### src/rtl/arbitro_rr.sv
// Round-robin pop arbiter for four upstream FIFOs feeding a 4:1 mux.
// Latency: pop is combinational; selector/enb register one cycle after each pop.
// Backpressure: pausa high freezes the arbiter and suppresses pop. Optional macro ARB_CONTADORES_EN.
module arbitro_rr #(
    parameter int MAX_RAFAGA = 4,
    parameter int CONT_BITS  = 8
) (
    input  logic                   clk,
    input  logic                   reset_L,
    input  logic [3:0]             fifo_empty,
    input  logic                   pausa,
    output logic [3:0]             pop,
    output logic [1:0]             selector,
    output logic                   enb
`ifdef ARB_CONTADORES_EN
    ,
    output logic [4*CONT_BITS-1:0] conteo_pops
`endif
);

    // An out-of-range configuration degrades to single-pop bursts rather than
    // producing a burst limit that the 4-bit burst counter cannot reach.
    localparam bit         PARAMS_OK   = (MAX_RAFAGA >= 1) && (MAX_RAFAGA <= 15) && (CONT_BITS >= 1);
    localparam logic [3:0] RAFAGA_LAST = PARAMS_OK ? 4'(MAX_RAFAGA - 1) : 4'd0;

    typedef enum logic {
        IDLE,
        SERVIR
    } estado_t;

    estado_t    state, state_n;
    logic [1:0] grant, grant_n;
    logic [1:0] ptr, ptr_n;
    logic [3:0] rafaga, rafaga_n;

    logic       pop_act;
    logic       rotar;
    logic [1:0] search_base;
    logic       found;
    logic [1:0] found_ch;
    logic [1:0] cand;

    // A pop happens only while serving a non-empty channel with no stall and reset released.
    always_comb begin
        pop_act = (state == SERVIR) && !fifo_empty[grant] && !pausa && reset_L;
        pop     = pop_act ? (4'b0001 << grant) : 4'b0000;
    end

    // First non-empty channel scanning base, base+1, base+2, base+3 (mod 4).
    // From IDLE the scan starts at ptr; on rotation it starts just past the
    // current grant, so the current channel is the last candidate (re-grant).
    always_comb begin
        search_base = (state == IDLE) ? ptr : grant + 2'd1;
        found       = 1'b0;
        found_ch    = search_base;
        cand        = search_base;
        for (int i = 3; i >= 0; i--) begin
            cand = search_base + 2'(i);
            if (!fifo_empty[cand]) begin
                found    = 1'b1;
                found_ch = cand;
            end
        end
    end

    // Next-state logic: grant acquisition from IDLE, burst accounting and rotation.
    always_comb begin
        state_n  = state;
        grant_n  = grant;
        ptr_n    = ptr;
        rafaga_n = rafaga;
        rotar    = 1'b0;
        case (state)
            IDLE: begin
                // No pop in the acquisition cycle; the grant is used from the next one.
                if (!pausa && found) begin
                    grant_n  = found_ch;
                    rafaga_n = 4'd0;
                    state_n  = SERVIR;
                end
            end
            SERVIR: begin
                if (!pausa) begin
                    // Rotate at the end of a full burst, or when the granted
                    // channel has run dry (no pop this cycle, no bubble added).
                    rotar = pop_act ? (rafaga == RAFAGA_LAST) : fifo_empty[grant];
                    if (pop_act && !rotar) begin
                        rafaga_n = rafaga + 4'd1;
                    end
                    if (rotar) begin
                        ptr_n    = grant + 2'd1;
                        rafaga_n = 4'd0;
                        if (found) begin
                            grant_n = found_ch;
                        end else begin
                            state_n = IDLE;
                        end
                    end
                end
            end
            default: begin
                state_n = IDLE;
            end
        endcase
    end

    // Arbiter state register with synchronous active-low reset.
    always_ff @(posedge clk) begin
        if (!reset_L) begin
            state  <= IDLE;
            grant  <= 2'd0;
            ptr    <= 2'd0;
            rafaga <= 4'd0;
        end else begin
            state  <= state_n;
            grant  <= grant_n;
            ptr    <= ptr_n;
            rafaga <= rafaga_n;
        end
    end

    // Mux control trails pop by one cycle to line up with the FIFO read data;
    // selector keeps its last value across idle cycles.
    always_ff @(posedge clk) begin
        if (!reset_L) begin
            selector <= 2'd0;
            enb      <= 1'b0;
        end else begin
            enb <= pop_act;
            if (pop_act) begin
                selector <= grant;
            end
        end
    end

`ifdef ARB_CONTADORES_EN
    // Per-channel pop counters, free-running and wrapping at 2^CONT_BITS.
    always_ff @(posedge clk) begin
        if (!reset_L) begin
            conteo_pops <= '0;
        end else begin
            for (int i = 0; i < 4; i++) begin
                if (pop[i]) begin
                    conteo_pops[i*CONT_BITS +: CONT_BITS] <=
                        conteo_pops[i*CONT_BITS +: CONT_BITS] + CONT_BITS'(1);
                end
            end
        end
    end
`endif

endmodule

### config.mk
export PLATFORM = sky130hd
export DESIGN_NAME = arbitro_rr
export DESIGN_NICKNAME = d
export VERILOG_FILES = /design/src/rtl/arbitro_rr.sv
export SDC_FILE = /design/constraint.sdc
export NUM_CORES = 1
export LEC_CHECK = 0
export CAP_MARGIN = 25
export CORE_MARGIN = 2
export CORE_UTILIZATION = 45
export DETAILED_ROUTE_END_ITERATION = 8
export PLACE_DENSITY = 0.7
export SLEW_MARGIN = 20
export SYNTH_ARGS = -nofsm -noshare
export SYNTH_HDL_FRONTEND = slang
export SYNTH_SLANG_ARGS = --single-unit
### constraint.sdc
create_clock -name clk -period 4.85 [get_ports clk]
set_input_delay 0.7275 -clock clk [delete_from_list [all_inputs] [get_ports clk]]
set_output_delay 0.7275 -clock clk [all_outputs]
set_load 0.005 [all_outputs]
---- Word-level counts from Yosys, hierarchy flattened ----
Index checks and enable logic that the tools add are counted.
word-level totals
  bits of input ports ..................... 7
  word-level logic and storage cells ...... 72
  register bits after elaboration ......... 12
operators by class
  magnitude comparators ................... 5
  reduce and logical (&&, ||, !) cells .... 11
  add/subtract/negate cells ............... 5
  muxes and demuxes ....................... 36
  bitwise gates (word level) .............. 2
  shift operators ......................... 1
  equal/unequal tests ..................... 6
operators by type and width
  kind                   number
  $mux W4                5
  $mux W2                9
  $lt A2 B3 Y1 const B   5
  $mux W1                14
  $bmux W1 S2            5
  $pmux W4 S2            1
  $ne A2 B1 Y1 const B   3
  $reduce_and A3 Y1      2
  $logic_and A1 B1 Y1    5
  $add A2 B1 Y2 const B  2
  $add A2 B2 Y2 const B  2
  $add A4 B1 Y4 const B  1
  $eq A4 B2 Y1 const B   1
  $pmux W2 S2            1
  $reduce_and A4 Y1      1
  $shl A1 B2 Y4 const A  1
  $logic_not A1 Y1       3
  $ne A3 B1 Y1 const B   1
  $ne A2 B2 Y1 const B   1
  $not A1 Y1             2
  $pmux W1 S2            1

---- Depth between registers and ports, before layout ----
Gate-level depths: netlist (run 1).
  depth in word-level cells ............... 13
  depth in mapped cells ................... 6
  depth with buffers taken out ............ 6

---- Worst setup path before layout (run 1) ----
OpenSTA, ideal clock, no wires.
  path kind ............................... input to output
  from .................................... input port fifo_empty[3]
  to ...................................... output port pop[0]
  stages .................................. 3
  setup slack ............................. 2.427 ns
  buffers on the path ..................... 0
  data required time ...................... 4.123 ns
  data arrival time ....................... 1.695 ns
  cells stage by stage .................... mux4_2 nor3_4 and2_1
between the ends
  cells in the longest elaborated chain, start to end .. 7
RTL lines
  item                              RTL line  RTL
  from (decl)                       10        input logic [3:0] fifo_empty,
  $bmux W1 S2                       45        pop_act = (state == SERVIR) && !fifo_empty[grant] && !pausa && reset_L;
  $mux W1 (implied by the code)     45
  $logic_not A1 Y1                  45
  $logic_and A1 B1 Y1 (3 in a row)  45
  $mux W4                           46        pop = pop_act ? (4'b0001 << grant) : 4'b0000;
  to (decl)                         12        output logic [3:0] pop,
Every way passes these cells. The select of a mux whose other input is x is not followed.

---- Worst setup path in the final report (run 1) ----
  from .................................... input port fifo_empty[1]
  to ...................................... output port pop[0]
Same word-level chain as after synthesis.

==> flow_summary.yaml, run 1 <==
logic_synthesis:
  synth_top_area_share_pct: 31.2
  synth-edff-count: 0
  ys_ff_latch: 12
  synthArstFlopShare_pct: 0
  yosys.area.top_type: "dfxtp_1"
  syn_avg_cell_area_um2: 8.29
  syn-cell-area_um2: 771
  synth_nets: 105
  syn-instance-count: 93
  yosys-top-cells-area: "dfxtp_1 (31%), ha_1 (8.1%), nand2_1 (7.8%)"
  synth_flop_cell: "dfxtp_1"
  yosysSeqAreaShare_pct: 31.2
  synth.most_common_cell: "nand2_1"
  yosysUniqueCellTypes: 32
  ys_top_cells_by_count: "nand2_1 (16), dfxtp_1 (12), nand3_1 (6), nor2_1 (6), o21ai_0 (6)"
  yosysWarnings: 0
setup_path:
  path_class: "in -> out"
  critPathArrivalTime_ns: 2.76
  reg2reg_to: "grant[1]"
  critPathLaunchType: "primary input"
  end_kind: "output pin"
  rr_startpoint: "grant[0]"
  r2r_slack_ns: 2.91
  ff2ff_path_depth: 4
  critPathMaxFanout: 9
  cp.required_ns: 4.12
power:
  p_sw_uw: 69.6
  ir_drop_v: 0.000150
  leakagePower_uw: 0.000386
  swShare_pct: 29.1
  internal_power_uw: 170
  power.density_nw_per_um2: 252
  pwr-share-comb_pct: 19.5
  p_clk_share_pct: 34.9
  power.share.sequential_pct: 45.5
clock_network:
  cts_sinks: 12
  cts_tree: "yes"
  cts_buffers: 3
  cts_resized: 0
  htreeDepth: 1
  post_cts_buffers: 0
  clk_latency_ns: 0.28
  cts_hold_buf: 0
  clk_root_buffer_cell: "clkbuf_4"
  clockBufferDepth: 2
  clk_pin_slew_ns: 0.08
timing:
  fmax_mhz: 287
  tns_ns: 0
  timing.final.crit_share_pct: 71.9
  whs_ns: 0.462
  rsz0062_at_grt: "no"
  slew_viol_final: 0
  finalClockSkew_ns: 0.00385
  setup_ws_ns: 1.36
  timing.final.crit_period_ns: 3.49
  setup_violations: 0
  hold_violations: 0
  tightest_slew_ns: 0.601
  slew_headroom_pct: 59.8
worst_hold_path:
  min_to: "selector[0]"
  holdCritStartpoint: "selector[0]"
  hp-class: "reg -> reg"
  whs_path_depth: 2
layout:
  syn2layout_area_growth_pct: 23.2
  layout-drive-gt1-share_pct: 8.33
  fillers: 146
  fin_util_pct: 60.9
  fin_nets: 121
  fin_area_um2: 950
  n_antenna_cell: 0
placed_design:
  gp_congestion: 0.749
  dp_hpwl_um: 1160
  post-place-ws_ns: 1.35
  io_buffers: 13
  dpl_cell_area_um2: 913
drt:
  wire_per_inst_um: 12.3
  wl_um: 1520
  vias_per_cell: 5.81
  ant_nets: 0
  first_pass_iters: 6
  route.detailed.drc: 0
  drtIter0Drc: 16
  num_vias: 720
global_route:
  grt_start_max_net_pins: 19
  grt_antenna_before_repair: 0
  grt_pass1_wl_um: 2620
  grt_usage_pct: 18.1
  grt_overflow: 0
  grt_pass1_vias: 611
die:
  floorplan.initialDensity_pct: 49.4
  die_w_um: 45.4
  die_h_um: 45.4
  die-area_um2: 2060
  rows: 14
  pin_count: 14
  core_um2: 1560
run_status:
  status: "complete, no violations"
flow_run:
  drv_cap: 0
-- stage by stage --
step,instances,total power [uW]
global route,124,252
floorplan,93,142
detailed placement,120,158
finish,124,239
global placement,120,157
CTS,124,241
-- critical path, cell delays in order --
cell and delay [ns]:
clkdlybuf4s50_1 0.50, mux4_2 0.58, nor3_4 0.30, and2_1 0.16
clkdlybuf4s50_1 0.49
-- cell usage in the layout (no fill, tap or decap), types with 2 or more instances in the layout --
cell type / n
inv_1: 5
o211ai_1: 2
nand2_1: 16
nand4_1: 3
o21ai_0: 6
mux2i_1: 2
clkbuf_4: 3
nand2b_1: 5
nor2_1: 6
dfxtp_1: 12
and2_1: 4
nand3_1: 6
clkdlybuf4s50_1: 13
ha_1: 5
-- final cells by class --
cell class / count / area [um^2] / area share (%)
Multi-Input combinational cell: 74 / 504 / 53.1
Sequential cell: 12 / 240 / 25.3
Timing Repair Buffer: 13 / 130 / 13.7
Clock buffer: 4 / 36.3 / 3.82
Tap cell: 16 / 20.0 / 2.11
Inverter: 5 / 18.8 / 1.98
-- flip-flops by register name (all words and copies together) (netlist names) --
name      flops
ptr           2
rafaga        4
grant         2
enb           1
state         1
selector      2
-- logic make-up after synthesis --
kind of cell	share of synthesized area, %
AND/OR/NAND/NOR	31.0
AO/OA/AOI/OAI	19.3
flip-flops	31.2
buffers and inverters	3.41
adder cells (fa/ha/maj)	8.12
multiplexers	6.98
-- worst max path at each step --
stage	startpoint	endpoint	slack, ns
2_1_floorplan	fifo_empty[3]	pop[0]	2.43
3_3_place_gp	fifo_empty[1]	pop[2]	1.38
3_5_place_dp	fifo_empty[1]	pop[0]	1.35
4_1_cts	fifo_empty[1]	pop[0]	1.35
5_1_grt	reset_L	pop[2]	1.23
6_report	fifo_empty[1]	pop[0]	1.36
-- per-layer routing --
layer	vias to the layer above	GRT usage, %	routed length, um
li1	366	-	-
met1	327	24.3	720
met2	22	26.8	682
met3	5	3.57	83
met4	0	10.6	38
met5	-	0	0
-- power by group through the flow --
| stage | combinational (uW) | clock (uW) | sequential, uW |
|---|---|---|---|
| 2_1_floorplan | 32.7 | 0 | 109 |
| 3_3_place_gp | 45.9 | 0 | 111 |
| 3_5_place_dp | 46.7 | 0 | 111 |
| 4_1_cts | 46.9 | 85.1 | 109 |
| 5_1_grt | 53.0 | 88.9 | 110 |
| 6_report | 46.8 | 83.7 | 109 |
Note: power is estimated with default switching activity, not from simulation.
==> run 2, diff against run 1 <==
clock period = 3.4 ns   (was 4.85 ns; I/O delays follow)
==> run 2 against run 1 <==
Net effect:
- largest power group unchanged
- critical path depth is the same
- via count down 0.83%
- utilization rose by 0.48 points
==> flow_summary.yaml, run 2 (synthesis results as in run 1) <==
run_status:
  status: "complete, no violations"
layout:
  layout-drive-gt1-share_pct: 9.17
  largest_reg_flops: 4
  fin_util_pct: 61.4
  fillers: 145
  fin_area_um2: 957
  final_common_cell: "nand2_1"
  finalNonFillerCells: 125
  regMostFlops: "rafaga"
  final_cell_mix: "nand2_1 (16), clkdlybuf4s50_1 (13), dfxtp_1 (12)"
  fin_nets: 122
  syn2layout_area_growth_pct: 24.2
  n_antenna_cell: 0
timing:
  timing.final.crit_period_ns: 3.08
  slew_headroom_pct: 69.3
  tns_ns: 0
  slew_viol_final: 0
  fmax_mhz: 325
  setup_violations: 0
  timing.final.crit_share_pct: 90.6
  tightest_slew_ns: 0.460
  hold_violations: 0
  rsz0062_at_grt: "no"
  finalClockSkew_ns: 0.00601
global_route:
  grt_antenna_before_repair: 0
  grt_overflow: 0
  grt_pass1_vias: 660
  gr-usage-met3_pct: 5.95
  top_usage_layer: "met2"
  met2_usage_pct: 31.3
  grt_usage_pct: 18.5
  grt_pass1_wl_um: 2740
  grt_use_met1_pct: 21.6
  grt_start_max_net_pins: 18
setup_path:
  critPathMaxFanout: 9
  critPathLaunchType: "primary input"
  path_class: "in -> out"
  cp.required_ns: 2.89
  critPathArrivalTime_ns: 2.57
  end_kind: "output pin"
flow_run:
  drv_cap: 0
drt:
  num_vias: 714
  drtIter0Drc: 13
  wl_um: 1540
  first_pass_iters: 5
  vias_per_cell: 5.71
  ant_nets: 0
  wire_per_inst_um: 12.3
  route.detailed.drc: 0
placed_design:
  placedCellCount: 121
  dpl_cell_area_um2: 921
  io_buffers: 13
  dp_hpwl_um: 1160
  gp_congestion: 0.765
clock_network:
  cts_hold_buf: 0
  cts_tree: "yes"
  clk_latency_ns: 0.28
  htreeDepth: 1
  cts_sinks: 12
  clockBufferDepth: 2
  clk_pin_slew_ns: 0.08
  post_cts_buffers: 0
  clk_root_buffer_cell: "clkbuf_4"
  cts_resized: 0
  cts_buffers: 3
die:
  rows: 14
  floorplan.initialDensity_pct: 49.4
  die_h_um: 45.4
  core_um2: 1560
  die-area_um2: 2060
  pin_count: 14
  die_w_um: 45.4
worst_hold_path:
  hp-class: "reg -> reg"
power:
  power.density_nw_per_um2: 356
  leakagePower_uw: 0.000391
  ir_drop_v: 0.000195
-- run 2: cell type report --
class | count | area (um^2) | area share (%)
inverters | 5 | 18.8 | 1.96
repair buffers | 14 | 138 | 14.4
multi-input cells | 74 | 504 | 52.7
flip-flops and latches | 12 | 240 | 25.1
well taps | 16 | 20.0 | 2.09
clock buffers | 4 | 36.3 | 3.79
-- run 2: through the flow --
stage | power (uW) | worst slack [ns] | hold slack (ns)
6_report | 341 | 0.321 | 0.461
3_5_place_dp | 227 | 0.325 | 0.450
4_1_cts | 345 | 0.324 | 0.464
2_1_floorplan | 203 | 1.41 | 0.432
3_3_place_gp | 225 | 0.358 | 0.440
5_1_grt | 363 | 0.207 | 0.479
-- run 2: final timing paths --
check	start	endpoint	slack, ns	cells after the start
worst max-delay path	fifo_empty[1]	pop[0]	0.32	5
worst min-delay path	selector[1]	selector[1]	0.46	2
worst max register to register	grant[0]	grant[1]	1.47	4
worst min register to register	selector[1]	selector[1]	0.46	2
-- run 2: critical path, cell delays in order --
cell and delay, ns:
clkdlybuf4s50_1 0.51, mux4_2 0.58, nor3_4 0.31, and2_1 0.17, clkdlybuf4s50_1 0.49
-- run 2: where the power goes --
group / internal (uW) / total [uW] / switching [uW]
Combinational: 31.4 / 68.1 / 36.8
Clock: 65.2 / 117 / 52.0
Sequential: 147 / 156 / 8.85
-- run 2: routing by layer --
layer | wire, um | share of wire (%)
met1 | 731 | 47
met2 | 717 | 46
met3 | 78 | 5.1
met4 | 15 | 0.97
met5 | 0 | 0
==> run 3, diff against run 2 <==
CAP_MARGIN = default   (was 25)
GPL_TIMING_DRIVEN = 0   (was default)
==> run 3 against run 2 <==
Net effect:
- design area shrank 2.5%
- combinational power shrank 2%
- global-route usage grew 1.7 points
- fmax shrank 0.91%
- critical path depth is the same
- power shrank 9.0%
- die area is the same
- non-clock buffer count is the same
- clock power shrank 25%
- count of clock-buffer cells in the layout shrank 1
- flip-flop and latch count is the same
- clock skew shrank 0.0045 ns
- critical path type unchanged
==> flow_summary.yaml, run 3 (synthesis results as in run 1) <==
global_route:
  grt_antenna_before_repair: 0
  grt_start_max_net_pins: 11
  grt_pass1_vias: 667
  grt_pass1_wl_um: 2930
  grt_overflow: 0
  grt_usage_pct: 20.2
placed_design:
  gp_congestion: 0.760
  post-place-ws_ns: 0.270
  dp_hpwl_um: 1230
  io_buffers: 12
timing:
  whs_ns: 0.456
  setup_ws_ns: 0.292
  fmax_mhz: 322
  rsz0062_at_grt: "no"
  slew_headroom_pct: 69.2
  setup_violations: 0
  timing.final.crit_share_pct: 91.4
  finalClockSkew_ns: 0.00147
  tightest_slew_ns: 0.461
  hold_violations: 0
  tns_ns: 0
  slew_viol_final: 0
  timing.final.crit_period_ns: 3.11
drt:
  drtIter0Drc: 22
  num_vias: 716
  vias_per_cell: 5.77
  ant_nets: 0
  wl_um: 1630
  first_pass_iters: 4
  wire_per_inst_um: 13.1
  route.detailed.drc: 0
layout:
  layout-drive-gt1-share_pct: 7.41
  final_cell_mix: "nand2_1 (16), dfxtp_1 (12), clkdlybuf4s50_1 (12)"
  n_antenna_cell: 0
  syn2layout_area_growth_pct: 21.1
  final_common_cell: "nand2_1"
  fin_nets: 122
  largest_reg_flops: 4
  regMostFlops: "rafaga"
die:
  core_um2: 1560
  die_h_um: 45.4
  rows: 14
  pin_count: 14
  die-area_um2: 2060
  die_w_um: 45.4
  floorplan.initialDensity_pct: 49.4
clock_network:
  htreeDepth: 1
  cts_tree: "yes"
  cts_resized: 0
  cts_hold_buf: 0
  cts_buffers: 3
  post_cts_buffers: 0
  cts_sinks: 12
  clk_latency_ns: 0.27
  clk_root_buffer_cell: "clkbuf_4"
  clk_pin_slew_ns: 0.07
  clockBufferDepth: 2
worst_hold_path:
  hp-class: "reg -> reg"
setup_path:
  critPathMaxFanout: 9
  end_kind: "output pin"
  path_class: "in -> out"
  cp.required_ns: 2.89
  critPathArrivalTime_ns: 2.60
  critPathLaunchType: "primary input"
power:
  power.density_nw_per_um2: 332
  ir_drop_v: 0.000174
  leakagePower_uw: 0.000378
  power_uw: 310
run_status:
  status: "complete, no violations"
flow_run:
  drv_cap: 0
==> run 3: cell types whose count changed in the layout (fill, tap and decap cells not counted), sizes merged <==
cell | previous run | this run
clkdlybuf4s50 | 13 | 12
clkbuf | 4 | 5
buf | 1 | 0
==> run 3: where the power goes <==
part / leakage, uW / switching (uW) / internal, uW
Combinational: 0.000266 / 37.0 / 29.9
Clock: 0.0000138 / 47.0 / 41.1
Sequential: 0.0000975 / 8.52 / 147
==> run 3: area by class of cell <==
type                    instances  area [um^2]
flip-flops and latches         12          240
plain buffers                   2         7.51
multi-input cells              74          504
inverters                       5         18.8
well taps                      16         20.0
fillers                       153          626
clock buffers                   3         22.5
repair buffers                 12          120
==> run 3: critical path: stages <==
cell and delay [ns]:
clkdlybuf4s50_1 0.52, mux4_2 0.58, nor3_4 0.30, and2_1 0.18, clkdlybuf4s50_1 0.50
==> run 3: final timing paths <==
check	start	to	slack [ns]	cells after the start
worst min-delay path	selector[1]	selector[1]	0.46	2
worst max register to register	grant[0]	grant[1]	1.50	4
worst max-delay path	fifo_empty[1]	pop[3]	0.29	5
worst min register to register	selector[1]	selector[1]	0.46	2
==> run 3: metal layers <==
layer  track usage (%)  part of all wire [%]  up-vias
li1                  -                     -      367
met1              27.0                    48      325
met5                 0                     0        -
met3              3.57                   3.3        5
met4              10.6                   2.7        0
met2              31.0                    46       19
==> run 3: metrics by stage <==
step | cell area (um^2) | cells | utilization [%]
2_1_floorplan | 771 | 93 | -
3_3_place_gp | 911 | 121 | 58.4
3_5_place_dp | 911 | 121 | 58.4
4_1_cts | 933 | 124 | 59.9
5_1_grt | 933 | 124 | 59.9
6_report | 933 | 124 | 59.9
